File: src/rtl/wb_single_master.sv
// Single-transaction Wishbone classic master: one request -> one bus cycle,
// with a one-cycle done pulse (plus data-valid pulse for reads).
module wb_single_master #(
    parameter int ADDR_WIDTH = 3,
    parameter int DATA_WIDTH = 8
) (
    input  logic                  i_clk,
    input  logic                  i_reset,
    output logic [ADDR_WIDTH-1:0] o_wbs_adr,
    output logic [DATA_WIDTH-1:0] o_wbs_dat,
    input  logic [DATA_WIDTH-1:0] i_wbs_dat,
    output logic                  o_wbs_we,
    output logic                  o_wbs_stb,
    input  logic                  i_wbs_ack,
    output logic                  o_wbs_cyc,
    input  logic                  i_ren,
    input  logic                  i_wren,
    input  logic [DATA_WIDTH-1:0] i_data,
    input  logic [ADDR_WIDTH-1:0] i_addr,
    output logic [DATA_WIDTH-1:0] o_data,
    output logic                  o_data_val,
    output logic                  o_done
);

    typedef enum logic [1:0] {IDLE, BUSY, DONE} state_t;

    state_t                  state_q, state_d;
    logic [ADDR_WIDTH-1:0]   adr_q, adr_d;
    logic [DATA_WIDTH-1:0]   dat_q, dat_d;
    logic                    we_q, we_d;
    logic                    cyc_q, cyc_d;
    logic                    stb_q, stb_d;
    logic [DATA_WIDTH-1:0]   rdata_q, rdata_d;
    logic                    data_val_q, data_val_d;
    logic                    done_q, done_d;

    always_comb begin
        state_d    = state_q;
        adr_d      = adr_q;
        dat_d      = dat_q;
        we_d       = we_q;
        cyc_d      = cyc_q;
        stb_d      = stb_q;
        rdata_d    = rdata_q;
        data_val_d = 1'b0;
        done_d     = 1'b0;
        unique case (state_q)
            IDLE: begin
                // Write has priority when both requests arrive together.
                if (i_wren) begin
                    adr_d   = i_addr;
                    dat_d   = i_data;
                    we_d    = 1'b1;
                    cyc_d   = 1'b1;
                    stb_d   = 1'b1;
                    state_d = BUSY;
                end else if (i_ren) begin
                    adr_d   = i_addr;
                    we_d    = 1'b0;
                    cyc_d   = 1'b1;
                    stb_d   = 1'b1;
                    state_d = BUSY;
                end
            end
            BUSY: begin
                if (i_wbs_ack) begin
                    if (!we_q) rdata_d = i_wbs_dat;
                    // Pulses are registered here so they line up with the DONE cycle.
                    data_val_d = !we_q;
                    done_d     = 1'b1;
                    we_d       = 1'b0;
                    cyc_d      = 1'b0;
                    stb_d      = 1'b0;
                    state_d    = DONE;
                end
            end
            DONE: state_d = IDLE;
            default: state_d = IDLE;
        endcase
    end

    always_ff @(posedge i_clk) begin
        if (!i_reset) begin
            state_q    <= IDLE;
            adr_q      <= '0;
            dat_q      <= '0;
            we_q       <= 1'b0;
            cyc_q      <= 1'b0;
            stb_q      <= 1'b0;
            rdata_q    <= '0;
            data_val_q <= 1'b0;
            done_q     <= 1'b0;
        end else begin
            state_q    <= state_d;
            adr_q      <= adr_d;
            dat_q      <= dat_d;
            we_q       <= we_d;
            cyc_q      <= cyc_d;
            stb_q      <= stb_d;
            rdata_q    <= rdata_d;
            data_val_q <= data_val_d;
            done_q     <= done_d;
        end
    end

    assign o_wbs_adr  = adr_q;
    assign o_wbs_dat  = dat_q;
    assign o_wbs_we   = we_q;
    assign o_wbs_cyc  = cyc_q;
    assign o_wbs_stb  = stb_q;
    assign o_data     = rdata_q;
    assign o_data_val = data_val_q;
    assign o_done     = done_q;

endmodule

File: config.mk
export PLATFORM = sky130hd
export DESIGN_NAME = wb_single_master
export DESIGN_NICKNAME = d
export VERILOG_FILES = /design/src/rtl/wb_single_master.sv
export SDC_FILE = /design/constraint.sdc
export NUM_CORES = 1
export LEC_CHECK = 0
export CAP_MARGIN = 15
export CORE_UTILIZATION = 35
export DETAILED_ROUTE_END_ITERATION = 16
export GPL_TIMING_DRIVEN = 0
export HOLD_SLACK_MARGIN = 0.02
export PLACE_DENSITY = 0.75
export SYNTH_ARGS = -nofsm -noshare
export SYNTH_HDL_FRONTEND = slang
export SYNTH_SLANG_ARGS = --single-unit
File: constraint.sdc
create_clock -name i_clk -period 1 [get_ports i_clk]
set_input_delay 0.15 -clock i_clk [delete_from_list [all_inputs] [get_ports i_clk]]
set_output_delay 0.15 -clock i_clk [all_outputs]
set_load 0.1 [all_outputs]
==> flow_summary_export.csv <==
group,metric,value,unit
placement,numPlacedInstances,187,
synth,synthTopCellsByCount,"25 x dfxtp_1, 24 x nand2_1, 16 x nand3_1, 16 x o21ai_1",
finish,fillers,156,
timing,period_share,1.12,
timing,setup_slack,-0.122,ns
placement,placed_area,1520,µm²
timing,skew,0.00286,ns
global_route,gr-total-overflow,0,
critical_path,worstSetupPathType,"reg -> out",
pwr,p_leak,0.776,nW
critical_path,reg2reg_from,"o_wbs_we$_SDFFE_PN0P_",
clock_tree,path_clk_slew,0.14,ns
timing,rsz0062_at_grt,"yes",
timing,fin_tns_setup,-2.00,ns
pwr,clockPowerShare,0.172,
critical_path,critical_path_arrival,0.97,ns
timing,max_freq,0.892,GHz
finish,diodes,0,
detailed_routing,drc,0,
synth,yosysSeqAreaShare,0.521,
clock_tree,clock_sinks,25,
critical_path,r2r_end,"o_data[6]$_SDFFE_PN0P_",
placement,portBuffers,46,
finish,drive_gt1_frac,0.532,
clock_tree,htree_num_levels,1,
synth,synth_nets,135,
synth,synthArstFlopShare,0,
synth,ys_types,22,
finish,final_nets,196,
clock_tree,cts.path.max_buffers,2,
finish,design_area,1960,µm²
detailed_routing,drtIter0Drc,8,
finish,area_growth_syn_to_layout,104,%
timing,fin_crit,1.12,ns
synth,synth_seq_cells,25,
hold_path,worstHoldEndpoint,"o_wbs_dat[5]$_SDFFE_PN0P_",
pwr,vdd_ir_drop_max,1.21,mV
floorplan,dieArea,2960,µm²
finish,multiInputGateArea,498,µm²
floorplan,coreArea,2540,µm²
synth,syn_inst,111,
placement,dp_hpwl,1.92,mm
finish,final_cells,201,
floorplan,ios,48,
flow_run,drv_cap,0,
timing,slew_headroom,0.630,
synth,yosys.cell_count.top_type,"dfxtp_1",
floorplan,die_w,54.4,µm
timing,finalMaxSlewViolations,0,
critical_path,crit_path_end_kind,"output port",
floorplan,rows,18,
synth,synth_area,961,µm²
critical_path,cp.required,0.85,ns
outcome,outcome,"finished with violations",
global_route,grt_first_pass_wirelength,4.42,mm
pwr,seqPwrFrac,0.415,
detailed_routing,routed_via_density,5.01,
clock_tree,worstSkewPairLatency,0.32,ns
pwr,cellPowerDensity,1420,nW/µm²
detailed_routing,routed_wl,3.00,mm
synth,synth_warnings,0,
clock_tree,cts_root_buffer,"clkbuf_4",
global_route,antenna_found_initial,0,
timing,tightest_slew,0.555,ns
hold_path,hold_depth,3,
detailed_routing,postRouteAntennaNets,0,
synth,synth_edf_count,0,
hold_path,hold_class,"in -> reg",
finish,postLayoutCoreUtil,0.769,
detailed_routing,routedWlPerCell,14.9,µm
hold_path,hp-start,"i_reset",
timing,final_hold_viol_count,0,
timing,timing.hold.ws,0.136,ns
synth,synthDominantCellAreaShare,0.521,
critical_path,start_kind,"flip-flop",
pwr,switching_power,1.10,mW
outcome,violations,"negative setup slack",
global_route,grt_max_degree,14,
critical_path,reg2regPathDepth,5,
synth,synth_ff_type,"dfxtp_1",
synth,synth.area.top_cells,"dfxtp_1 52%, nand2_1 9.4%, nand3_1 8.3%",
clock_tree,numCtsBuffers,3,
clock_tree,cts_tree,"built",
pwr,combPwrFrac,0.413,
critical_path,worstSetupStartpoint,"o_wbs_stb$_SDFFE_PN0P_",
synth,yosys.area.top_type,"dfxtp_1",
floorplan,die_h,54.4,µm
floorplan,initial_core_util,0.378,
pwr,swShare,0.394,
placement,globalplace.congestion,0.660,
detailed_routing,firstDrtPassIters,4,
pwr,p_int,1.69,mW
critical_path,rrSetupSlack,-0.10,ns
timing,final-setup-viol-count,44,
critical_path,crit_fanout,3,
synth,avgSynthCellArea,8.66,µm²
global_route,grt_usage,0.212,
detailed_routing,vias,1008,
global_route,grt_pass1_vias,1003,
finish,seq_area,544,µm²
[cells by family (layout without fill, tap and decap cells)]
kind of cell / count (synthesis) / after routing / share of synthesized area
and+or+nand+nor: 49 / 49 / 0.253
muxes: 3 / 3 / 0.0313
buffers and inverters: 13 / 73 / 0.0729
AOI/OAI and AO/OA: 21 / 21 / 0.122
DFF: 25 / 25 / 0.521
[layout make-up]
cell class,instances,area share
clock buffer,4,0.0134
multi-input combinational,73,0.254
sequential,25,0.278
buffer,9,0.0339
tap,30,0.0192
timing repair buffer,56,0.393
inverter,4,0.00767
[layer usage]
layer,up-vias,routed length [µm],track usage
met5,-,0,0
met3,8,94,0.0250
met2,26,1670,0.392
li1,494,-,-
met4,0,71,0.115
met1,480,1160,0.232
[how the worst max path moves through the flow]
stage / to / slack (ns) / depth (start not counted)
finish: o_wbs_stb / -0.12 / 2
floorplan: o_data[6]$_SDFFE_PN0P_ / -0.19 / 5
global placement: o_wbs_stb / -0.68 / 2
detailed placement: o_wbs_stb / -0.69 / 2
global route: o_wbs_dat[3]$_SDFFE_PN0P_ / -0.15 / 4
CTS: o_wbs_stb / -0.12 / 2
[cells in the final DEF, fill, tap and decap left out, drive strengths merged, types with 2 or more instances in the layout]
cell type | synthesis | routed
and2 | 2 | 2
and3 | 2 | 2
buf | 6 | 40
clkbuf | 3 | 7
clkdlybuf4s50 | 0 | 20
dfxtp | 25 | 25
dlygate4sd2 | 0 | 2
inv | 4 | 4
mux2i | 3 | 3
nand2 | 24 | 24
nand3 | 16 | 16
nor2 | 2 | 2
o21ai | 16 | 16
[power by group through the flow]
stage               combinational (mW)  sequential (mW)  clock, mW
floorplan                        0.217             1.59          0
global placement                 0.905             1.14          0
detailed placement               0.918             1.14          0
CTS                               1.13             1.16      0.464
global route                      1.19             1.17      0.518
finish                            1.15             1.16      0.479
[worst max-delay path, cell delays in order, from the launching register on]
cell	delay (ns)
dfxtp_4	0.38
buf_6	0.11
buf_12	0.15
[sequential cells by signal, summed over array words and instances, names as in the netlist]
register,cells
o_data,8
o_wbs_dat,8
o_wbs_adr,3
state_q,2
o_data_val,1
o_done,1
o_wbs_stb,1
o_wbs_we,1
[stage by stage]
stage          setup WS [ns]  power (mW)
3_5_place_dp          -0.689        2.06
4_1_cts               -0.119        2.75
6_report              -0.122        2.79
3_3_place_gp          -0.680        2.04
5_1_grt               -0.152        2.87
2_1_floorplan         -0.187        1.80
[what timing repair did]
item                                   4_1_cts  5_1_grt
gates resized for setup                    236        7
pin swaps                                   11        3
hold buffers                                 0        0
endpoints found under the hold margin        0        0
setup endpoints to repair                   46       44
gates cloned                                 3        0
setup buffers                                5        2
No activity file was read; power rests on OpenSTA's default activity.
